`config.mk`:
```
export PLATFORM = sky130hd
export DESIGN_NAME = lc3_writeback
export DESIGN_NICKNAME = d
export VERILOG_FILES = /design/src/rtl/lc3_writeback.sv
export SDC_FILE = /design/constraint.sdc
export NUM_CORES = 1
export LEC_CHECK = 0
export CAP_MARGIN = 20
export CORE_ASPECT_RATIO = 1.1
export CORE_UTILIZATION = 35
export CTS_BUF_LIST = sky130_fd_sc_hd__clkbuf_8
export DETAILED_ROUTE_END_ITERATION = 10
export PLACE_DENSITY = 0.66
export SLEW_MARGIN = 20
export SYNTH_ARGS = -nofsm -noshare
export SYNTH_HDL_FRONTEND = slang
export SYNTH_SLANG_ARGS = --single-unit
```
`constraint.sdc`:
```
create_clock -name clk -period 2.1 [get_ports clk]
set_input_delay 0.42 -clock clk [delete_from_list [all_inputs] [get_ports clk]]
set_output_delay 0.42 -clock clk [all_outputs]
set_load 0.02 [all_outputs]
```
`src/rtl/lc3_writeback.sv`:
```
// rtl/lc3_writeback.sv - LC-3 writeback stage: result FIFO, regfile write strobe, NZP and pending-write vector
module lc3_writeback #(
  parameter int DEPTH = 2,
  parameter int WIDTH = 16
) (
  input  logic             clk,
  input  logic             rst,
  input  logic             in_valid,
  output logic             in_ready,
  input  logic [2:0]       in_dr,
  input  logic [WIDTH-1:0] in_data,
  input  logic             in_wen,
  input  logic             in_setcc,
  input  logic             hold,
  output logic             rf_we,
  output logic [2:0]       rf_dr,
  output logic [WIDTH-1:0] rf_data,
  output logic [2:0]       nzp,
  output logic [7:0]       pending
);

  localparam int PW = $clog2(DEPTH);
  localparam int CW = PW + 1;

  logic [2:0]       drMem    [DEPTH];
  logic [WIDTH-1:0] dataMem  [DEPTH];
  logic             wenMem   [DEPTH];
  logic             setccMem [DEPTH];

  logic [PW-1:0] headPtr;
  logic [PW-1:0] tailPtr;
  logic [CW-1:0] count;
  logic [PW-1:0] idx;
  logic          full;
  logic          doPush;
  logic          doPop;
  logic [WIDTH-1:0] headData;

  assign full     = (count == CW'(DEPTH));
  assign in_ready = !full && !rst;
  assign doPush   = in_valid && in_ready;
  assign doPop    = (count != '0) && !hold;
  assign headData = dataMem[headPtr];

  // Storage carries no reset: entries beyond count are never observed.
  always_ff @(posedge clk) begin
    if (doPush) begin
      drMem[tailPtr]    <= in_dr;
      dataMem[tailPtr]  <= in_data;
      wenMem[tailPtr]   <= in_wen;
      setccMem[tailPtr] <= in_setcc;
    end
  end

  always_ff @(posedge clk) begin
    if (rst) begin
      headPtr <= '0;
      tailPtr <= '0;
      count   <= '0;
      rf_we   <= 1'b0;
      rf_dr   <= 3'd0;
      rf_data <= '0;
      nzp     <= 3'b010;
    end else begin
      if (doPush) tailPtr <= tailPtr + PW'(1);
      if (doPop) begin
        headPtr <= headPtr + PW'(1);
        rf_we   <= wenMem[headPtr];
        rf_dr   <= drMem[headPtr];
        rf_data <= headData;
        if (setccMem[headPtr]) begin
          if (headData[WIDTH-1])    nzp <= 3'b100;
          else if (headData == '0)  nzp <= 3'b010;
          else                      nzp <= 3'b001;
        end
      end else begin
        rf_we <= 1'b0;
      end
      count <= count + CW'(doPush) - CW'(doPop);
    end
  end

  // A register stays pending until the cycle after its regfile write edge.
  always_comb begin
    pending = 8'd0;
    idx     = '0;
    for (int i = 0; i < DEPTH; i++) begin
      idx = headPtr + PW'(i);
      if ((CW'(i) < count) && wenMem[idx]) pending[drMem[idx]] = 1'b1;
    end
    if (rf_we) pending[rf_dr] = 1'b1;
  end

  always_ff @(posedge clk) begin
    if (!rst) begin
      assert (!(doPush && full));
      assert (!(doPop && (count == '0)));
    end
  end

endmodule

```
-- Yosys cells after proc, flatten, opt, wreduce, memory -nomap -nowiden
Memory sizes are Yosys's and may differ from the RTL's. A register that Yosys moved wholly into a read port is not among the register bits.
Index checks and enable logic that the tools add are counted.
- bits in registers: 27
- RAM bits: 42
- bits of input ports: 25
- word-level logic and storage cells: 63
- memories kept: 4
- $add $sub $neg: 4
- $lt $le $gt $ge: 8
- eq/ne operators: 1
- muxes and demuxes: 21
- bitwise gates (word level): 3
- reduce and logical (&&, ||, !) cells: 15
- memories (memory ; words ; bits a word ; rd ports ; clocked after memory_dff ; write ports ; RTL line ; source):
    dataMem ; 2 ; 16 ; 1 ; 1 ; 1 ; 26 ; logic [WIDTH-1:0] dataMem [DEPTH];
    drMem ; 2 ; 3 ; 2 ; 1 ; 1 ; 25 ; logic [2:0] drMem [DEPTH];
    setccMem ; 2 ; 1 ; 1 ; 1 ; 1 ; 28 ; logic setccMem [DEPTH];
    wenMem ; 2 ; 1 ; 2 ; 1 ; 1 ; 27 ; logic wenMem [DEPTH];
- operators by type and width (operator ; number):
    $mux W8 ; 3
    $logic_not A16 Y1 ; 1
    $or A8 B8 Y8 ; 2
    $mux W1 ; 13
    $lt A3 B4 Y1 const B ; 3
    $demux W1 S3 ; 3
    $ge A3 B1 Y1 const B ; 3
    $logic_and A1 B1 Y1 ; 8
    $lt A1 B2 Y1 const A ; 2
    $logic_not A1 Y1 ; 3
    $mux W3 ; 1
    $add A1 B1 Y1 const B ; 2
    $add A2 B1 Y2 ; 1
    $eq A2 B2 Y1 const B ; 1
    $mux W2 ; 1
    $reduce_and A2 Y1 ; 1
    $reduce_bool A2 Y1 ; 1
    $reduce_or A2 Y1 ; 1
    $sub A2 B1 Y2 ; 1
    $not A1 Y1 ; 1

-- Depth between registers and ports, before layout
An unclocked memory read counts as a cell.
- word-level depth: 10
- mapped depth: 9
- gate-level depth less buffers: 8

-- Worst setup path after synthesis
No wires, ideal clock.
- path type: input to register
- start: input rst
- end: memory dataMem[0][0] (enable)
- arrival time: 1.556 ns
- required time: 1.701 ns
- setup slack: 0.145 ns
- cell stages on the path: 3
- path buffers: 0
- path through: inv_1 -> o211ai_2 -> nor2_1
- longest elaborated chain between the ends: 5
- RTL lines (item ; RTL line ; source):
    start: declaration ; 7 ; input logic rst,
    $logic_not A1 Y1 ; - ;
    $logic_and A1 B1 Y1 ; 40 ; assign in_ready = !full && !rst;
    $logic_and A1 B1 Y1 ; 41 ; assign doPush = in_valid && in_ready;
    $mux W1 ; 47 ; if (doPush) begin
    $mux W1 (not written as such) ; 49 ; dataMem[tailPtr] <= in_data;
    end: declaration ; 26 ;
Every way passes these cells.

==> impl_metrics.yaml <==
outcome:
  violations: "negative setup slack"
  outcome: "finished with violations"
synthesis:
  synth_edf_count: 42
  syn_area_um2: 2933
  synth_fp_nets: 268
  synth_cells: 241
  ys.flop_type: "edfxtp_1"
  ys_warn_count: 0
  ys_seq_elements: 70
  synth.avg_cell_area_um2: 12.17
  synthArstFlopShare_pct: 0
  ys_types: 43
  yosysSeqAreaShare_pct: 62.12
setup_path:
  critPathMaxStageDelay_ns: 0.38
  cp_max_fo: 3
  cpMostUsedCell: "buf_4"
  crit_path_start_kind: "register"
  crit_chain: "or3b_1 -> a21oi_2 -> buf_4 -> nand2_2 -> o211ai_1 -> buf_4"
  arrival_ns: 1.70
  path_buf_inv: 2
  crit_slowest_cell: "edfxtp_1"
  critPathCaptureType: "primary output"
  required_ns: 1.68
  cpLargestDelayFamily: "simple AND/OR/NAND/NOR gates"
  critical_path_class: "reg -> out"
sta:
  hold_violations: 0
  fmax_ghz: 0.4723
  max_slew_margin_pct: 79.20
  hold_ws_ns: 0.5021
  min_period_ns: 2.117
  drv_slew: 0
  rsz0062_at_grt: "yes"
  tightest_slew_ns: 0.3059
  worst_clock_skew_ns: 0.01017
  fin_crit_sh_pct: 100.8
  setup_viol: 2
  setup_slack_ns: -0.01726
global_route:
  grt_use_total_pct: 15.05
  grt_max_degree: 38
  antenna_found_initial: 0
  first_global_vias: 2150
  grt_overflow: 0
  grt_pass1_wl_mm: 9.963
floorplanning:
  die_area_um2: 8750
  start_util_pct: 36.67
  io-pin-count: 57
  core.rowCount: 34
  coreArea_um2: 7998
  die_w_um: 89.28
  die_h_um: 98.01
route:
  firstDrtPassIters: 4
  wl_per_cell_um: 14.06
  highest_layer: "met4"
  ant_nets: 0
  drtIter0Drc: 95
  vias: 2156
  drc: 0
  drt_wl_total_mm: 6.157
  wl_met2_mm: 3.214
  viasPerCell: 4.922
  wl_met3_um: 225
  wl_met1_mm: 2.669
cells_and_area:
  n_antenna_cell: 0
  syn_to_final_growth_pct: 38.57
  nets: 352
  design_area_um2: 4064
  drive_gt1_share_pct: 22.12
power_and_ir_drop:
  p_per_area_nw_per_um2: 1105
  vdd.ir_drop.worst_uv: 417.6
  cellLeakagePower_nw: 1.399
  total_power_mw: 4.492
placement:
  portBuffers: 56
  hpwl_mm: 4.437
  gp_congestion: 0.8491
  dpl-instance-area_um2: 3764
clock_network:
  cts_tree: "done"
  ctsRootBufferMaster: "clkbuf_8"
  cts_made_buffers: 9
  cts_sinks: 70
  cts_max_level: 3
  cts.clk_slew.worst_paths_ns: 0.08
  hold_buffers: 0
  cts_buffer_depth: 2
  clk-insertion-delay-late_ns: 0.33
min_path:
  hold_class: "reg -> reg"
run:
  maxCapViolations: 0
## stage by stage
step / TNS [ns] / utilization (%) / cells / setup slack [ns]
final: -0.03349 / 50.81 / 438 / -0.01726
after global routing: -0.3772 / 50.81 / 438 / -0.1158
after CTS: -0.08288 / 50.14 / 435 / -0.03158
after detailed placement: -0.7724 / 47.06 / 416 / -0.1422
after global placement: -0.6908 / 47.06 / 416 / -0.1418
after floorplan: 0 / - / 241 / 0.1454
## cell usage after synthesis, types with 2 or more instances
library cell | n | area share, %
a211oi_1 | 17 | 4.4
a21oi_1 | 2 | 0.34
a221o_1 | 2 | 0.68
a22oi_1 | 5 | 1.3
a32o_1 | 2 | 0.68
a32oi_1 | 4 | 1.2
buf_2 | 3 | 0.51
buf_6 | 2 | 0.77
clkbuf_1 | 5 | 0.64
dfxtp_1 | 28 | 19
edfxtp_1 | 42 | 43
ha_1 | 2 | 0.85
inv_1 | 9 | 1.2
mux2i_1 | 18 | 6.1
nand2_1 | 10 | 1.3
nand2b_1 | 3 | 0.64
nand3_1 | 3 | 0.51
nand3b_1 | 2 | 0.51
nand4_1 | 2 | 0.43
nor2_1 | 36 | 4.6
nor2b_1 | 3 | 0.64
nor3_1 | 7 | 1.2
nor4_1 | 5 | 1.1
o211ai_1 | 2 | 0.51
o21ai_1 | 2 | 0.34
o22ai_1 | 4 | 0.85
o31ai_1 | 2 | 0.51
xnor2_1 | 4 | 1.2
## where the power goes
| group | leakage (nW) | switching (mW) | internal [mW] |
|---|---|---|---|
| Sequential | 0.616 | 0.159 | 1.69 |
| Clock | 0.110 | 0.478 | 0.662 |
| Combinational | 0.673 | 0.761 | 0.739 |
| Total | 1.40 | 1.40 | 3.09 |
## final timing paths
path,end,cells after the start,startpoint,slack [ns]
worst max-delay path,pending[3],6,wenMem[1],-0.02
worst min-delay path,rf_data[0],2,rf_data[0],0.50
worst max register to register,nzp[1],6,register,0.34
worst min register to register,rf_data[0],2,rf_data[0],0.50
## registers in the layout, summed over array words and instances, names as in the netlist, named ones only
register  flops
rf_we         1
nzp           3
rf_dr         3
setccMem      2
dataMem      32
rf_data      16
wenMem        2
headPtr       1
count         2
tailPtr       1
drMem         6
## layout make-up
type                            instances  area (µm²)
Sequential cell                        70        1827
Tap cell                              108       135.1
Fill cell                             750        3934
Clock inverter                          7       90.09
Clock buffer                            9       123.9
Inverter                                9       33.78
Multi-Input combinational cell        150        1069
Timing Repair Buffer                   85       785.8
## per-layer routing
layer / global-route usage (%) / vias up
met5: 0 / -
met4: 5.006 / 0
met3: 3.466 / 9
met2: 26.13 / 52
met1: 18.08 / 1019
li1: - / 1076
## timing repair
action                                  CTS  global route
gates resized for setup                  44            12
hold endpoints to repair                  0             0
endpoints found under the setup margin    9             8
buffers inserted                          3             3
pin swaps                                 2             2
## tightest hold or removal path, stage by stage (launching register included)
cell	delay [ns]
dfxtp_1	0.31
nor2_1	0.10
a211oi_1	0.05
## layout by cell type, fill, tap and decap left out, types with 4 or more instances in the layout
cell type,count
clkdlybuf4s50_1,47
clkbuf_8,9
dfxtp_1,26
a211oi_1,17
nand2_1,9
nor3_1,6
xnor2_1,4
buf_4,28
nor4_1,5
o22ai_2,4
edfxtp_1,42
mux2i_1,17
buf_2,5
inv_1,10
a32oi_1,4
nor2_1,35
## cells by family after synthesis
group                      Yosys count  synth area share [%]
xor gates and xnor gates             4                 1.194
buffers and inverters               21                 3.711
AOI/OAI and AO/OA                   48                 12.54
muxes                               20                 7.124
adders and majority gates            2                0.8531
and+or+nand+nor                     76                 12.46
DFF                                 70                 62.12
Note: power is estimated with default switching activity, not from simulation.
